===== config.mk =====
export PLATFORM = sky130hd
export DESIGN_NAME = multi_freq_counter_flat
export DESIGN_NICKNAME = d
export VERILOG_FILES = /design/src/rtl/multi_freq_counter_if.sv /design/src/rtl/multi_freq_counter.sv /design/src/flat_wrapper.sv
export SDC_FILE = /design/constraint.sdc
export NUM_CORES = 1
export LEC_CHECK = 0
export ABC_AREA = 1
export CORE_MARGIN = 5
export CORE_UTILIZATION = 40
export CTS_CLUSTER_SIZE = 10
export DETAILED_ROUTE_END_ITERATION = 8
export GPL_TIMING_DRIVEN = 0
export SLEW_MARGIN = 10
export SYNTH_ARGS = -nofsm -noshare
export SYNTH_HDL_FRONTEND = slang
export SYNTH_SLANG_ARGS = --single-unit
export TNS_END_PERCENT = 100

===== constraint.sdc =====
create_clock -name int_osc -period 3.2 [get_ports int_osc]
set_input_delay 0.32 -clock int_osc [delete_from_list [all_inputs] [get_ports int_osc]]
set_output_delay 0.32 -clock int_osc [all_outputs]
set_load 0.01 [all_outputs]

===== src/rtl/multi_freq_counter_if.sv =====
// Bus bundle for multi_freq_counter: measured inputs, control and latched results.
// The master side drives the inputs and reads back the results.
interface multi_freq_counter_if #(
  parameter int unsigned NCH   = 4,
  parameter int unsigned CNT_W = 10
);
  logic [NCH-1:0]       square;
  logic [1:0]           edge_sel;
  logic                 mode;
  logic                 start;
  logic                 ack;
  logic [NCH*CNT_W-1:0] counts;
  logic [NCH-1:0]       ovf;
  logic                 busy;
  logic                 result_valid;
  logic                 overrun;

  modport master (
    output square, edge_sel, mode, start, ack,
    input  counts, ovf, busy, result_valid, overrun
  );

  modport slave (
    input  square, edge_sel, mode, start, ack,
    output counts, ovf, busy, result_valid, overrun
  );
endinterface


===== src/rtl/multi_freq_counter.sv =====
// Gated multi-channel edge counter: counts synchronized edges over a fixed window of
// int_osc cycles, then latches the per-channel counts and saturation flags.
module multi_freq_counter #(
  parameter int unsigned NCH           = 4,
  parameter int unsigned CNT_W         = 10,
  parameter int unsigned WINDOW_CYCLES = 480_000,
  parameter int unsigned TIMER_W       = 26
) (
  input logic                int_osc,
  input logic                reset,
  multi_freq_counter_if.slave bus
);

  localparam logic [TIMER_W-1:0] TIMER_LAST = TIMER_W'(WINDOW_CYCLES - 1);
  localparam logic [CNT_W-1:0]   CNT_MAX    = {CNT_W{1'b1}};

  typedef enum logic [1:0] {
    IDLE  = 2'd0,
    COUNT = 2'd1,
    LATCH = 2'd2
  } state_t;

  state_t                        state;
  logic [TIMER_W-1:0]            timer;
  logic [NCH-1:0][CNT_W-1:0]     cnt;
  logic [NCH-1:0]                ovf_int;
  logic [1:0]                    sel_q;
  logic                          mode_q;

  logic [NCH-1:0]                sync1;
  logic [NCH-1:0]                sync2;
  logic [NCH-1:0]                hist;
  logic [NCH-1:0]                edge_ev_c;

  logic [NCH-1:0][CNT_W-1:0]     counts_q;
  logic [NCH-1:0]                ovf_q;
  logic                          busy_q;
  logic                          result_valid_q;
  logic                          overrun_q;

  // Two-flop synchronizer plus history flop per channel
  always_ff @(posedge int_osc or negedge reset) begin
    if (!reset) begin
      sync1 <= '0;
      sync2 <= '0;
      hist  <= '0;
    end else begin
      sync1 <= bus.square;
      sync2 <= sync1;
      hist  <= sync2;
    end
  end

  // Edge qualification uses the edge type captured at window start
  always_comb begin
    edge_ev_c = '0;
    case (sel_q)
      2'b00:   edge_ev_c = hist & ~sync2;
      2'b01:   edge_ev_c = ~hist & sync2;
      default: edge_ev_c = hist ^ sync2;
    endcase
  end

  // Gate FSM, window counters and registered results
  always_ff @(posedge int_osc or negedge reset) begin
    if (!reset) begin
      state          <= IDLE;
      timer          <= '0;
      cnt            <= '0;
      ovf_int        <= '0;
      sel_q          <= 2'b00;
      mode_q         <= 1'b0;
      counts_q       <= '0;
      ovf_q          <= '0;
      busy_q         <= 1'b0;
      result_valid_q <= 1'b0;
      overrun_q      <= 1'b0;
    end else begin
      case (state)
        IDLE: begin
          if (bus.start) begin
            state   <= COUNT;
            timer   <= '0;
            cnt     <= '0;
            ovf_int <= '0;
            sel_q   <= bus.edge_sel;
            mode_q  <= bus.mode;
            busy_q  <= 1'b1;
          end
        end

        COUNT: begin
          for (int i = 0; i < NCH; i++) begin
            if (edge_ev_c[i]) begin
              if (cnt[i] == CNT_MAX) begin
                ovf_int[i] <= 1'b1;
              end else begin
                cnt[i] <= cnt[i] + CNT_W'(1);
              end
            end
          end
          if (timer == TIMER_LAST) begin
            state  <= LATCH;
            busy_q <= 1'b0;
          end else begin
            timer <= timer + TIMER_W'(1);
          end
        end

        LATCH: begin
          counts_q <= cnt;
          ovf_q    <= ovf_int;
          if (result_valid_q && !bus.ack) begin
            overrun_q <= 1'b1;
          end
          // Continuous mode re-arms immediately with freshly captured settings
          if (mode_q) begin
            state   <= COUNT;
            timer   <= '0;
            cnt     <= '0;
            ovf_int <= '0;
            sel_q   <= bus.edge_sel;
            mode_q  <= bus.mode;
            busy_q  <= 1'b1;
          end else begin
            state <= IDLE;
          end
        end

        default: begin
          state  <= IDLE;
          busy_q <= 1'b0;
        end
      endcase

      // A LATCH wins over a concurrent ack
      if (state == LATCH) begin
        result_valid_q <= 1'b1;
      end else if (bus.ack) begin
        result_valid_q <= 1'b0;
      end
    end
  end

  assign bus.counts       = counts_q;
  assign bus.ovf          = ovf_q;
  assign bus.busy         = busy_q;
  assign bus.result_valid = result_valid_q;
  assign bus.overrun      = overrun_q;

endmodule


===== src/flat_wrapper.sv =====
// flat-port wrapper written by rule: the top's interface ports become plain ports
module multi_freq_counter_flat 
#(
  parameter int unsigned NCH           = 4,
  parameter int unsigned CNT_W         = 10,
  parameter int unsigned WINDOW_CYCLES = 480_000,
  parameter int unsigned TIMER_W       = 26
)
  (int_osc, reset, bus_square, bus_edge_sel, bus_mode, bus_start, bus_ack, bus_counts, bus_ovf, bus_busy, bus_result_valid, bus_overrun);
  multi_freq_counter_if #(.NCH(NCH), .CNT_W(CNT_W)) bus_i ();
  input logic int_osc;
  input logic reset;
  input wire logic [$bits(bus_i.square)-1:0] bus_square;
  input wire logic [$bits(bus_i.edge_sel)-1:0] bus_edge_sel;
  input wire logic [$bits(bus_i.mode)-1:0] bus_mode;
  input wire logic [$bits(bus_i.start)-1:0] bus_start;
  input wire logic [$bits(bus_i.ack)-1:0] bus_ack;
  output wire logic [$bits(bus_i.counts)-1:0] bus_counts;
  output wire logic [$bits(bus_i.ovf)-1:0] bus_ovf;
  output wire logic [$bits(bus_i.busy)-1:0] bus_busy;
  output wire logic [$bits(bus_i.result_valid)-1:0] bus_result_valid;
  output wire logic [$bits(bus_i.overrun)-1:0] bus_overrun;
  assign bus_i.square = bus_square;
  assign bus_i.edge_sel = bus_edge_sel;
  assign bus_i.mode = bus_mode;
  assign bus_i.start = bus_start;
  assign bus_i.ack = bus_ack;
  assign bus_counts = bus_i.counts;
  assign bus_ovf = bus_i.ovf;
  assign bus_busy = bus_i.busy;
  assign bus_result_valid = bus_i.result_valid;
  assign bus_overrun = bus_i.overrun;
  multi_freq_counter #(.NCH(NCH), .CNT_W(CNT_W), .WINDOW_CYCLES(WINDOW_CYCLES), .TIMER_W(TIMER_W)) u_core (.int_osc(int_osc), .reset(reset), .bus(bus_i));
endmodule

; ---- After elaboration in Yosys (flattened, before gate mapping)
; Cells that the tools add are included.
[word_totals]
ram_bits = 0
output_inout_bits = 47
mem_bits_ro = 0
memories = 0
elab_cells = 121
in_bits = 11
latchBits = 0
register_bits = 134
[op_classes]
n_reduce_logical = 21
multipliers = 0
muxes = 43
addsub = 5
shift = 0
bitwise_logic = 5
eq_ne = 24
n_div = 0
order_cmp = 0
[op_table]
columns = op, n
row1 = case mux 40 bit (3 select lines), 1
row2 = two-way mux 10 bit, 8
row3 = two-way mux 40 bit, 2
row4 = two-way mux 26 bit, 3
row5 = case mux 26 bit (3 select lines), 1
row6 = adder 10 x 1 -> 10 bit (second input constant), 4
row7 = equality test 10 bit (second input constant), 4
row8 = AND reduction 5 bit, 8
row9 = adder 26 x 1 -> 26 bit (second input constant), 1
row10 = equality test 26 x 19 -> 1 bit (second input constant), 1
row11 = != test 2 x 1 -> 1 bit (second input constant), 10
row12 = two-way mux 1 bit, 16
row13 = != test 2 bit (second input constant), 6
row14 = case mux 4 bit (3 select lines), 1
row15 = bitwise AND 4 bit, 2
row16 = two-way mux 2 bit, 4
row17 = two-way mux 4 bit, 2
row18 = inverter 4 bit, 2
row19 = case mux 4 bit (2 select lines), 1
row20 = case mux 2 bit (3 select lines), 1
row21 = AND reduction 2 bit, 3
row22 = AND reduction 3 bit, 2
row23 = equality test 2 x 1 -> 1 bit (second input constant), 2
row24 = logical NOT 2 bit, 2
row25 = other kinds (10), 11

; ---- Depth between registers and ports, before layout
[depth]
ltp_word = 5
mapped_depth = 12
mapped_depth_nobuf = 11

; ---- Worst setup path after synthesis
; Ideal clock, no wire load.
[synth_timing]
path_type = reg2reg
from = register u_core.timer[0]
to = register u_core.timer[16]
setup_time_ns = 0.118
path_stages_with_launch = 12
t_required_ns = 3.082
slack_ns = 1.572
arrival_ns = 1.510
path_buffers = 1
path_cell_list = dfrtp_1 > ha_1 > nand3_2 > inv_2 > nand2_4 > nor2_4 > nand2_1 > nand2_2 > nand2_4 > buf_6 > nand3_1 > nand2_1
[synth_between]
elab_chain_cells = 3
[synth_rtl]
columns = element, line
row1 = from (decl), multi_freq_counter.sv:24  ; logic [TIMER_W-1:0] timer;
row2 = from (signal assigned), multi_freq_counter.sv:106  ; timer <= timer + TIMER_W'(1);
row3 = adder 26 x 1 -> 26 bit / equality test 26 x 19 -> 1 bit (equally long branches), "multi_freq_counter.sv:106, multi_freq_counter.sv:102"
row4 = two-way mux 26 bit / != test 2 bit (equally long branches), --
row5 = case mux 26 bit (3 select lines) / AND reduction 4 bit (equally long branches), --
; Several ways; a longest one is shown, not always the timed one. The select of a mux whose other input is x is not followed.
; A chain may end at the register's enable or synchronous reset.

; ---- Worst setup path in the final report
; Same ends and word-level chain as after synthesis.

==> results.md <==
- The critical path is of the flop to flop type.
- The number of hold buffers added after CTS was 1.
- The total CTS buffers is 17.
- The H-tree generated during clock tree synthesis spans 4 levels.
- The highest metal layer carrying signal wires in the routed design is met4.
- The detailed router's first-iteration violation count is 260.
- The final max-slew violation count was 0.
- TritonCTS built the clock tree.
- The overall track demand over capacity in global routing is 17.4%.
- The cell chosen for the clock root is sky130_fd_sc_hd__clkbuf_16.
- The worst setup path is captured at a flop.
- Grouping stages by cell kind, the critical path spends the most delay in simple AND/OR/NAND/NOR gates.
- The final hold violation count is 0.
- The total via count in the routed design is 5774.
- The count of different cell masters after synthesis is 33.
- In the final timing run, aggregate negative setup slack is 0 ps.
- Wire segments on met2 add up to 8020 um in the final route.
- The number of input and output port buffers inserted is 57.
- Gates resized during post-CTS repair numbered 0.
- The detail route stage leaves a number of antenna-violating nets equal to 0.
- The number of nets in the layout is 989.
- Setup repair after global routing left no endpoint under its margin.
- The delay contributed by the slowest stage of the critical path is 480 ps.
- The routed design could run at a clock period as short as 2100 ps.
- The number of instances in the synthesized netlist is 887.
- The post-synthesis cell area is 0.00692 mm2.
- The detailed router put a total of 7710 um of wire on met1.
- The worst pin sits at a relative slew slack of 48.5%.
- The maximum fanout along the worst path is 10.
- The analysis attributes to cell leakage a power of 4.01 nW.
- The die covers 0.0200 mm2.
- The number of detailed-routing iterations run before antenna repair is 5.
- The number of cells after detailed placement is 1170.
- Clock latency on the worst-skew pair, taken at its later pin, is 420 ps.
- Buffers added to address setup during post-CTS repair amount to 0.
- Wire segments on met3 add up to 628 um in the final route.
- The floorplan die height is 141 um.
- Entering global routing, the biggest net connects 71 pins.
- The worst path uses 65.7% of the clock period.
- The number of clock sinks is 134.
- The signal on the critical path passes through ha_1, nand3_2, inv_2, nand2_4, nor2_4, nand2_1, nand2_2, nand2_4, buf_6, nand3_1, nand2_1.
- The synthesis-to-finish area growth is 22.0%.
- The number of top-level pins is 58.
- Counting both buffers and inverters, the worst setup path holds a total of 2.
- The category of the worst setup path launch point is a flop.
- The clock transition time at the flip-flop clock pins of the worst setup and hold paths is 60 ps.
- At the end of routability-driven placement, the weighted congestion stood at 0.846.
- The clock arrives with 6.56 ps of skew.
- Derived from the worst setup path, the maximum achievable clock frequency is 476 MHz.
- Counting along the longest clock path gives a buffer depth of 2.
- For this run the aggregate overflow at the end of global routing stands at 0.
- The post-detailed-routing wire length is 16500 um.
- At the pin with the least slew margin, the transition time is 772 ps.
- 0 antenna diodes ended up in the layout.
- STA puts the critical path data required time at 3510 ps.
- The first global-routing pass estimated 28000 um of wire.
- The share of the Yosys chip area taken by registers is 48.5%.
- The power density of the placed cells is 554 mW/mm2.
- The tightest min-delay check is of the input port to flop type.
- The arrival time of the worst setup path is 2410 ps.
- The number of antenna violations at the first check in global routing is 0.
- Hold timing on the final database bottoms out at a slack of 334 ps.
- The initial core utilization is 40.4%.
- After detailed routing, the number of remaining DRC violations is 0.
- The synthesized netlist net count is 911.
- Among all stages on the critical path, the largest delay is contributed by sky130_fd_sc_hd__dfrtp_1.
- The number of warnings reported in the yosys synthesis log is 0.
- The number of cell rows is 48.
- The mean instance size in the synthesized netlist is 7.80 um2.
- Setup violations remaining at the end of the flow were counted as 0.
- The core outline area is 0.0171 mm2.
- The number of violations of the max-capacitance limit is 0.
- The fraction of layout instances using a drive strength above 1 is 8.59%.
- The post-detailed-placement half-perimeter wirelength is 12000 um.
- Using the TritonRoute via totals, the vias-per-cell ratio works out to 4.80.
- The worst-case vdd ir drop is 0.000394 V.
- The die width is 141 um.
- The via count of the first global-routing pass was 5531.
- The flow ran to the end, and the final reports show no timing, DRC or antenna violations.
- The number of register bits inferred by synthesis is 134.
- In the final routed layout, each cell accounts on average for 13.7 um.
- Excluding fillers, the count of instances in the completed layout stands at 1203.
[metal layers]
| layer | vias to the layer above | track usage [%] |
|---|---|---|
| met2 | 93 | 29.1 |
| met3 | 12 | 4.38 |
| li1 | 2969 | - |
| met5 | - | 0 |
| met4 | 0 | 4.34 |
| met1 | 2700 | 22.7 |
[registers in the layout, indices dropped and copies added, names as in the netlist, 4 cells and up]
signal	count
u_core.bus.counts	40
u_core.cnt	40
u_core.timer	26
u_core.bus.ovf	4
u_core.hist	4
u_core.ovf_int	4
u_core.sync1	4
u_core.sync2	4
[Yosys cell counts]
master	n	area, um2
sky130_fd_sc_hd__nand2_1	301	1130
sky130_fd_sc_hd__dfrtp_1	134	3350
sky130_fd_sc_hd__nor2_1	99	372
sky130_fd_sc_hd__inv_1	82	308
sky130_fd_sc_hd__o21ai_0	62	310
sky130_fd_sc_hd__nand3_1	59	295
sky130_fd_sc_hd__xor2_1	23	201
sky130_fd_sc_hd__nor3_1	14	70.1
sky130_fd_sc_hd__clkbuf_1	13	48.8
sky130_fd_sc_hd__ha_1	13	163
sky130_fd_sc_hd__nand4_1	12	75.1
sky130_fd_sc_hd__o21ai_2	12	105
sky130_fd_sc_hd__a21oi_1	7	35.0
sky130_fd_sc_hd__o21ai_1	7	35.0
sky130_fd_sc_hd__nand2_4	6	67.6
sky130_fd_sc_hd__inv_2	5	18.8
sky130_fd_sc_hd__nand2_2	5	31.3
sky130_fd_sc_hd__nand3_2	5	50.1
sky130_fd_sc_hd__buf_6	4	45.0
sky130_fd_sc_hd__nor2_4	4	45.0
sky130_fd_sc_hd__buf_2	3	15.0
sky130_fd_sc_hd__nor3b_1	3	22.5
sky130_fd_sc_hd__buf_1	2	7.51
sky130_fd_sc_hd__nor2_2	2	12.5
sky130_fd_sc_hd__nor3_2	2	20.0
sky130_fd_sc_hd__a21o_1	1	7.51
sky130_fd_sc_hd__nand3_4	1	17.5
sky130_fd_sc_hd__nand3b_1	1	7.51
sky130_fd_sc_hd__o211ai_1	1	7.51
sky130_fd_sc_hd__o21ai_4	1	16.3
sky130_fd_sc_hd__o31ai_1	1	7.51
sky130_fd_sc_hd__or2_2	1	6.26
sky130_fd_sc_hd__xnor2_1	1	8.76
[power breakdown]
| part | leakage, nW | internal (mW) | switching [mW] |
|---|---|---|---|
| logic | 1.99 | 0.228 | 0.352 |
| clock network | 0.305 | 1.31 | 0.774 |
| registers | 1.71 | 1.84 | 0.170 |
| total | 4.01 | 3.38 | 1.30 |
[logic make-up (layout without fill, tap and decap cells)]
| logic type | after synthesis | in the layout | synth area share [%] |
|---|---|---|---|
| adders and majority gates | 13 | 13 | 2.35 |
| and+or+nand+nor | 515 | 515 | 32.1 |
| buffers and inverters | 109 | 200 | 6.40 |
| DFF | 134 | 134 | 48.5 |
| AOI/OAI and AO/OA | 92 | 92 | 7.58 |
| xor gates and xnor gates | 24 | 24 | 3.04 |
[layout by cell type (no fill, tap or decap), drive strengths merged, types with 3 or more instances in the layout]
master / count
a21oi: 7
buf: 11
bufinv: 4
clkbuf: 31
clkdlybuf4s50: 56
clkinv: 7
dfrtp: 134
ha: 13
inv: 89
nand2: 312
nand3: 65
nand4: 12
nor2: 105
nor3: 16
nor3b: 3
o21ai: 82
xor2: 23
[worst reg2reg max path: cells and delay by family, from the launching register on]
kind	cells	cell delay, ps
adder cells (fa/ha/maj)	1	360
buffers and inverters	2	320
flip-flops	1	480
AND/OR/NAND/NOR	8	820
[area by class of cell]
cell class,count,area (um2)
timing repair buffer,59,609
tap,225,282
clock inverter,14,199
clock buffer,18,429
buffer,22,116
inverter,87,327
fill,1682,8680
sequential,134,3350
multi-input combinational,644,3120
[per-stage QoR]
stage | utilization (%) | power (mW) | cell area [um2] | setup slack (ps)
2_1_floorplan | - | 2.44 | 6920 | 1570
3_3_place_gp | 45.4 | 2.61 | 7770 | -3700
3_5_place_dp | 45.5 | 2.62 | 7800 | 1140
4_1_cts | 49.3 | 4.72 | 8430 | 1100
5_1_grt | 49.3 | 4.91 | 8430 | 965
6_report | 49.3 | 4.67 | 8430 | 1100
[path summary, 6_finish.rpt]
check	startpoint	to	slack, ps	depth (start not counted)
max	u_core.timer[0]	u_core.timer[16]	1100	11
max in group asynchronous	reset	u_core.cnt[36]	2000	3
min in group asynchronous	reset	u_core.bus.counts[11]	450	2
max reg2reg	u_core.timer[0]	u_core.timer[16]	1100	11
min reg2reg	u_core.sync1[0]	u_core.sync2[0]	340	0
min	bus_square[1]	u_core.sync1[1]	330	1
Power figures use the tool's default switching activity.
